===== src/rtl/vm_credit_engine_pkg.sv =====
// vm_credit_engine_pkg: shared state encodings and coin index constants
package vm_credit_engine_pkg;
  localparam int K_TOTAL_BITS = 31;
  typedef enum logic [1:0] {ST_IDLE, ST_ACTIVE, ST_RETURN} state_t;
  localparam logic [1:0] COIN_IDX_LO  = 2'd0;
  localparam logic [1:0] COIN_IDX_MID = 2'd1;
  localparam logic [1:0] COIN_IDX_HI  = 2'd2;
endpackage


===== src/rtl/vm_credit_engine_wait_timer.sv =====
// vm_wait_timer: inactivity timeout with reload, clear, hold and saturating countdown
module vm_wait_timer #(
  parameter int WAIT_BITS  = 32,
  parameter int WAIT_LIMIT = 100
) (
  input  logic                 clk,
  input  logic                 reset_n,
  input  logic                 reload,
  input  logic                 hold,
  input  logic                 clear,
  output logic [WAIT_BITS-1:0] wait_time
);
  // clear wins over reload so leaving ACTIVE always parks the timer at zero
  always_ff @(posedge clk or negedge reset_n)
    if (!reset_n) wait_time <= '0;
    else if (clear) wait_time <= '0;
    else if (reload) wait_time <= WAIT_BITS'(WAIT_LIMIT);
    else if (!hold && wait_time != '0) wait_time <= wait_time - WAIT_BITS'(1);
endmodule


===== src/rtl/vm_credit_engine.sv =====
// vm_credit_engine: credit register, purchase arbitration and greedy change return
module vm_credit_engine
  import vm_credit_engine_pkg::*;
#(
  parameter int TOTAL_BITS = K_TOTAL_BITS,
  parameter int WAIT_BITS  = 32,
  parameter int WAIT_LIMIT = 100,
  parameter int COIN_HI    = 1000,
  parameter int COIN_MID   = 500,
  parameter int COIN_LO    = 100
) (
  input  logic                  clk,
  input  logic                  reset_n,
  input  logic                  ins_valid,
  input  logic [TOTAL_BITS-1:0] ins_value,
  input  logic                  sel_valid,
  input  logic [TOTAL_BITS-1:0] sel_price,
  input  logic                  ret_req,
  input  logic                  coin_ready,
  output logic                  ins_reject,
  output logic                  sel_accept,
  output logic                  sel_reject,
  output logic                  coin_valid,
  output logic [1:0]            coin_idx,
  output logic                  ret_done,
  output logic                  busy,
  output logic [TOTAL_BITS-1:0] current_total,
  output logic [WAIT_BITS-1:0]  wait_time
);
  localparam logic [TOTAL_BITS-1:0] C_HI  = TOTAL_BITS'(COIN_HI);
  localparam logic [TOTAL_BITS-1:0] C_MID = TOTAL_BITS'(COIN_MID);
  localparam logic [TOTAL_BITS-1:0] C_LO  = TOTAL_BITS'(COIN_LO);
  state_t state, state_nx;
  logic [TOTAL_BITS:0] sum;
  logic [TOTAL_BITS-1:0] t, total_nx, coin_val;
  logic carry, ins_acc, sel_ok;
  logic ins_rej_nx, sel_acc_nx, sel_rej_nx, done_nx;
  logic reload, hold, clear;
  assign sum        = {1'b0, current_total} + {1'b0, ins_value};
  assign carry      = sum[TOTAL_BITS];
  assign ins_acc    = ins_valid && !carry;
  assign t          = ins_acc ? sum[TOTAL_BITS-1:0] : current_total;
  assign sel_ok     = t >= sel_price;
  assign busy       = state == ST_RETURN;
  assign coin_valid = busy && current_total >= C_LO;
  assign coin_idx   = current_total >= C_HI ? COIN_IDX_HI : current_total >= C_MID ? COIN_IDX_MID : COIN_IDX_LO;
  assign coin_val   = coin_idx == COIN_IDX_HI ? C_HI : coin_idx == COIN_IDX_MID ? C_MID : C_LO;
  vm_wait_timer #(.WAIT_BITS(WAIT_BITS), .WAIT_LIMIT(WAIT_LIMIT)) u_timer (
    .clk(clk), .reset_n(reset_n), .reload(reload), .hold(hold), .clear(clear), .wait_time(wait_time)
  );
  // next state, next credit and pulse requests; ret_req in ACTIVE pre-empts insert/select
  always_comb begin
    state_nx   = state;
    total_nx   = current_total;
    ins_rej_nx = 1'b0;
    sel_acc_nx = 1'b0;
    sel_rej_nx = 1'b0;
    done_nx    = 1'b0;
    reload     = 1'b0;
    hold       = 1'b0;
    clear      = 1'b0;
    case (state)
      ST_IDLE: begin
        hold       = 1'b1;
        ins_rej_nx = ins_valid && carry;
        sel_rej_nx = sel_valid;
        if (ins_acc) begin
          total_nx = ins_value;
          reload   = 1'b1;
          state_nx = ST_ACTIVE;
        end
      end
      ST_ACTIVE: begin
        if (ret_req) begin
          ins_rej_nx = ins_valid;
          sel_rej_nx = sel_valid;
          clear      = 1'b1;
          state_nx   = ST_RETURN;
        end else begin
          ins_rej_nx = ins_valid && carry;
          sel_acc_nx = sel_valid && sel_ok;
          sel_rej_nx = sel_valid && !sel_ok;
          total_nx   = sel_acc_nx ? t - sel_price : t;
          reload     = ins_acc || sel_acc_nx;
          if (sel_acc_nx && total_nx == '0) begin
            clear    = 1'b1;
            state_nx = ST_IDLE;
          end else if (!reload && wait_time == '0) state_nx = ST_RETURN;
        end
      end
      default: begin
        clear      = 1'b1;
        ins_rej_nx = ins_valid;
        sel_rej_nx = sel_valid;
        if (!coin_valid) begin
          total_nx = '0;
          done_nx  = 1'b1;
          state_nx = ST_IDLE;
        end else if (coin_ready) total_nx = current_total - coin_val;
      end
    endcase
  end
  // state, credit and one-cycle event pulses
  always_ff @(posedge clk or negedge reset_n)
    if (!reset_n) begin
      state         <= ST_IDLE;
      current_total <= '0;
      ins_reject    <= 1'b0;
      sel_accept    <= 1'b0;
      sel_reject    <= 1'b0;
      ret_done      <= 1'b0;
    end else begin
      state         <= state_nx;
      current_total <= total_nx;
      ins_reject    <= ins_rej_nx;
      sel_accept    <= sel_acc_nx;
      sel_reject    <= sel_rej_nx;
      ret_done      <= done_nx;
    end
endmodule


===== config.mk =====
export PLATFORM = sky130hd
export DESIGN_NAME = vm_credit_engine
export DESIGN_NICKNAME = d
export VERILOG_FILES = /design/src/rtl/vm_credit_engine_pkg.sv /design/src/rtl/vm_credit_engine_wait_timer.sv /design/src/rtl/vm_credit_engine.sv
export SDC_FILE = /design/constraint.sdc
export NUM_CORES = 1
export LEC_CHECK = 0
export BUFFER_PORTS_ARGS = -buffer_cell sky130_fd_sc_hd__buf_2
export CAP_MARGIN = 30
export CORE_UTILIZATION = 40
export DETAILED_ROUTE_END_ITERATION = 8
export GPL_ROUTABILITY_DRIVEN = 0
export MAX_ROUTING_LAYER = met4
export SLEW_MARGIN = 20
export SYNTH_ARGS = -nofsm -noshare
export SYNTH_HDL_FRONTEND = slang
export SYNTH_SLANG_ARGS = --single-unit

===== constraint.sdc =====
create_clock -name clk -period 5.2 [get_ports clk]
set_input_delay 0.26 -clock clk [delete_from_list [all_inputs] [get_ports clk]]
set_output_delay 0.26 -clock clk [all_outputs]
set_load 0.1 [all_outputs]

==> flow_summary.json <==
{
  "diodes": 0,
  "yosysTopAreaCell": "dfrtp_1",
  "syn_nets": 1306,
  "synthTopCellsByArea": "dfrtp_1 20%, ha_1 10%, nand2_1 6.5%",
  "clock_latency_ps": 350,
  "finalClockSkew_ps": 8.44,
  "ioPinCount": 139,
  "via_per_inst": 5.84,
  "wl_mm": 35.4,
  "worst_setup_path_start_kind": "register",
  "grt_pass1_vias": 9926,
  "core_area_mm2": 0.0211,
  "cts_sinks": 69,
  "status": "finished, violations left",
  "dr_wl_met2_mm": 16.1,
  "hold_viol": 0,
  "netlist-cell-type-count": 96,
  "cp_max_fo": 8,
  "drc_errors": 0,
  "io_buffers": 138,
  "netlist.area_leader.share_pct": 20.0,
  "fmaxAchievable_mhz": 184,
  "maxCapViolations": 0,
  "grt-ovfl-total": 0,
  "synthAdderAreaFrac_pct": 10.7,
  "wl_met3_mm": 2.87,
  "crit_path_end_kind": "register",
  "arrival_ps": 5640,
  "ant_nets": 0,
  "whs_ps": 143,
  "synth-xor-area-share_pct": 8.02,
  "fin_area_mm2": 0.0133,
  "relSlewSlack_pct": 36.2,
  "cts.path.max_buffers": 2,
  "yosysSeqAreaShare_pct": 20.0,
  "area_growth_pct": 54.4,
  "placed_cell_area_mm2": 0.0116,
  "layout-drive-gt1-share_pct": 43.9,
  "synth_warnings": 0,
  "failed_checks": "negative setup slack",
  "netlist_area_mm2": 0.00863,
  "min_period_over_period_pct": 104,
  "dr.pass1.iters": 6,
  "required_ps": 5410,
  "grt_pass1_wl_mm": 52.7,
  "syn-mean-instance-area_um2": 7.40,
  "hold_class": "input pin to register",
  "synth-compound-area-share_pct": 29.7,
  "clk_pin_slew_ps": 70,
  "grt_use_total_pct": 31.3,
  "finalSetupTns_ps": -926,
  "layout_common_cells": "265 x buf_4, 137 x buf_2, 134 x nand2_1",
  "numCtsBuffers": 9,
  "die_w_um": 149,
  "fp.dieH_um": 149,
  "async_reset_ff_share_pct": 100,
  "cts-root-buf": "clkbuf_16",
  "drtIter0Drc": 911,
  "wl_met1_mm": 15.3,
  "ys_seq_elements": 69,
  "start_util_pct": 40.9,
  "synth_simple_gate_area_share_pct": 23.9,
  "synth_top_family_by_area": "compound AO/OA/AOI/OAI gates",
  "synth_edf_count": 0,
  "crit_type": "register to register",
  "slew_viol_final": 0,
  "dp.final_hpwl_mm": 27.0,
  "synthFlopType": "dfrtp_1",
  "layout_commonest_cell": "buf_4",
  "fin_ws_ps": -228,
  "ctsHtreeMaxLevel": 3,
  "wire_per_inst_um": 19.3,
  "grt_start_max_net_pins": 70,
  "grt_setup_unrepaired": "true",
  "nets": 1695,
  "antenna_found_initial": 0,
  "vias": 10700,
  "worst_pin_slew_ps": 957,
  "dr.max_layer_used": "met4",
  "utilization_pct": 63.2,
  "cts_tree": "built",
  "layout_min_cycle_time_ps": 5430,
  "synth_mux_area_share_pct": 1.94,
  "synth_cells": 1166,
  "die_area_mm2": 0.0222,
  "setup_viol": 6,
  "num_rows": 53
}
[metal layers]
metal | track usage [%] | up-vias
met5 | - | -
met1 | 42.0 | 5051
met2 | 48.0 | 513
li1 | - | 5078
met4 | 11.1 | 0
met3 | 4.04 | 73
[cell type report]
class / count / area (um^2)
tap: 275 / 344
multi-input combinational: 986 / 7580
inverter: 58 / 225
clock buffer: 9 / 225
clock inverter: 7 / 82.6
timing repair buffer: 431 / 3070
fill: 1822 / 7760
sequential: 69 / 1800
[registers in the layout, summed over array words and instances, names as in the netlist]
| signal | cells |
|---|---|
| ret_done | 1 |
| u_timer.wait_time | 32 |
| sel_reject | 1 |
| sel_accept | 1 |
| state | 2 |
| current_total | 31 |
| ins_reject | 1 |
[kinds of logic (layout without fill, tap and decap cells)]
kind of cell    count (synthesis)  in the layout
compound gates                394            394
xor+xnor                       79             79
fa+ha+maj                      72             72
buf+inv                       112            505
flops                          69             69
mux                            15             15
simple gates                  425            426
[cell usage after synthesis (all sizes together), types with 6 or more instances]
cell	number
a211oi	10
a21o	24
a21oi	104
a222oi	6
a31oi	16
and3	6
buf	29
clkbuf	25
dfrtp	69
ha	69
inv	58
mux2	8
mux2i	7
nand2	150
nand2b	13
nand3	32
nand4	19
nor2	102
nor2b	11
nor3	30
nor4	16
o211ai	17
o21a	15
o21ai	122
o31ai	8
or3	15
xnor2	37
xor2	42
[path summary, 6_finish.rpt]
path | startpoint | endpoint | slack (ps) | cells after the start
worst min register to register | u_timer.wait_time[28]$_DFFE_PN0P_ | u_timer.wait_time[28]$_DFFE_PN0P_ | 550 | 2
worst min-delay path | ins_value[26] | current_total[26]$_DFFE_PN0P_ | 140 | 3
worst max register to register | current_total[2]$_DFFE_PN0P_ | state[0]$_DFFE_PN0P_ | -230 | 22
max in group asynchronous | reset_n | current_total[28]$_DFFE_PN0P_ | 4190 | 3
worst max-delay path | current_total[2]$_DFFE_PN0P_ | state[0]$_DFFE_PN0P_ | -230 | 22
min in group asynchronous | reset_n | current_total[7]$_DFFE_PN0P_ | 400 | 2
[metrics by stage]
step	setup slack [ps]	cells
final	-228	1835
after global routing	-371	1835
after CTS	-52.7	1814
after detailed placement	-359	1777
after global placement	-341	1777
after floorplan	-24.9	1166
[critical path, cell delays in order (launching register included)]
cell and delay [ps]:
dfrtp_4 490, ha_4 280, o211a_1 200, a21oi_4 70, a2111o_1 420, a2111o_1 550
nand3_4 190, buf_6 150, buf_4 110, o21ai_2 110, ha_4 320, buf_4 130
nand2_4 50, or3_4 390, o21a_4 240, buf_6 120, buf_6 110, xnor2_4 130
or3_4 390, nor4_4 220, nand4_1 230, o21ai_4 320, a2111oi_2 70
[repair_timing]
item                       in CTS  in global routing
gates resized for setup        81                148
setup buffers                  20                 17
setup endpoints to repair      50                 59
gates cloned                    1                  3
hold buffers                    0                  1
pin swaps                      21                 61
hold endpoints to repair        0                 24
Power is left out: the tool's default activity adds up to more than one toggle a clock period on the data nets, which glitch-free logic cannot reach.
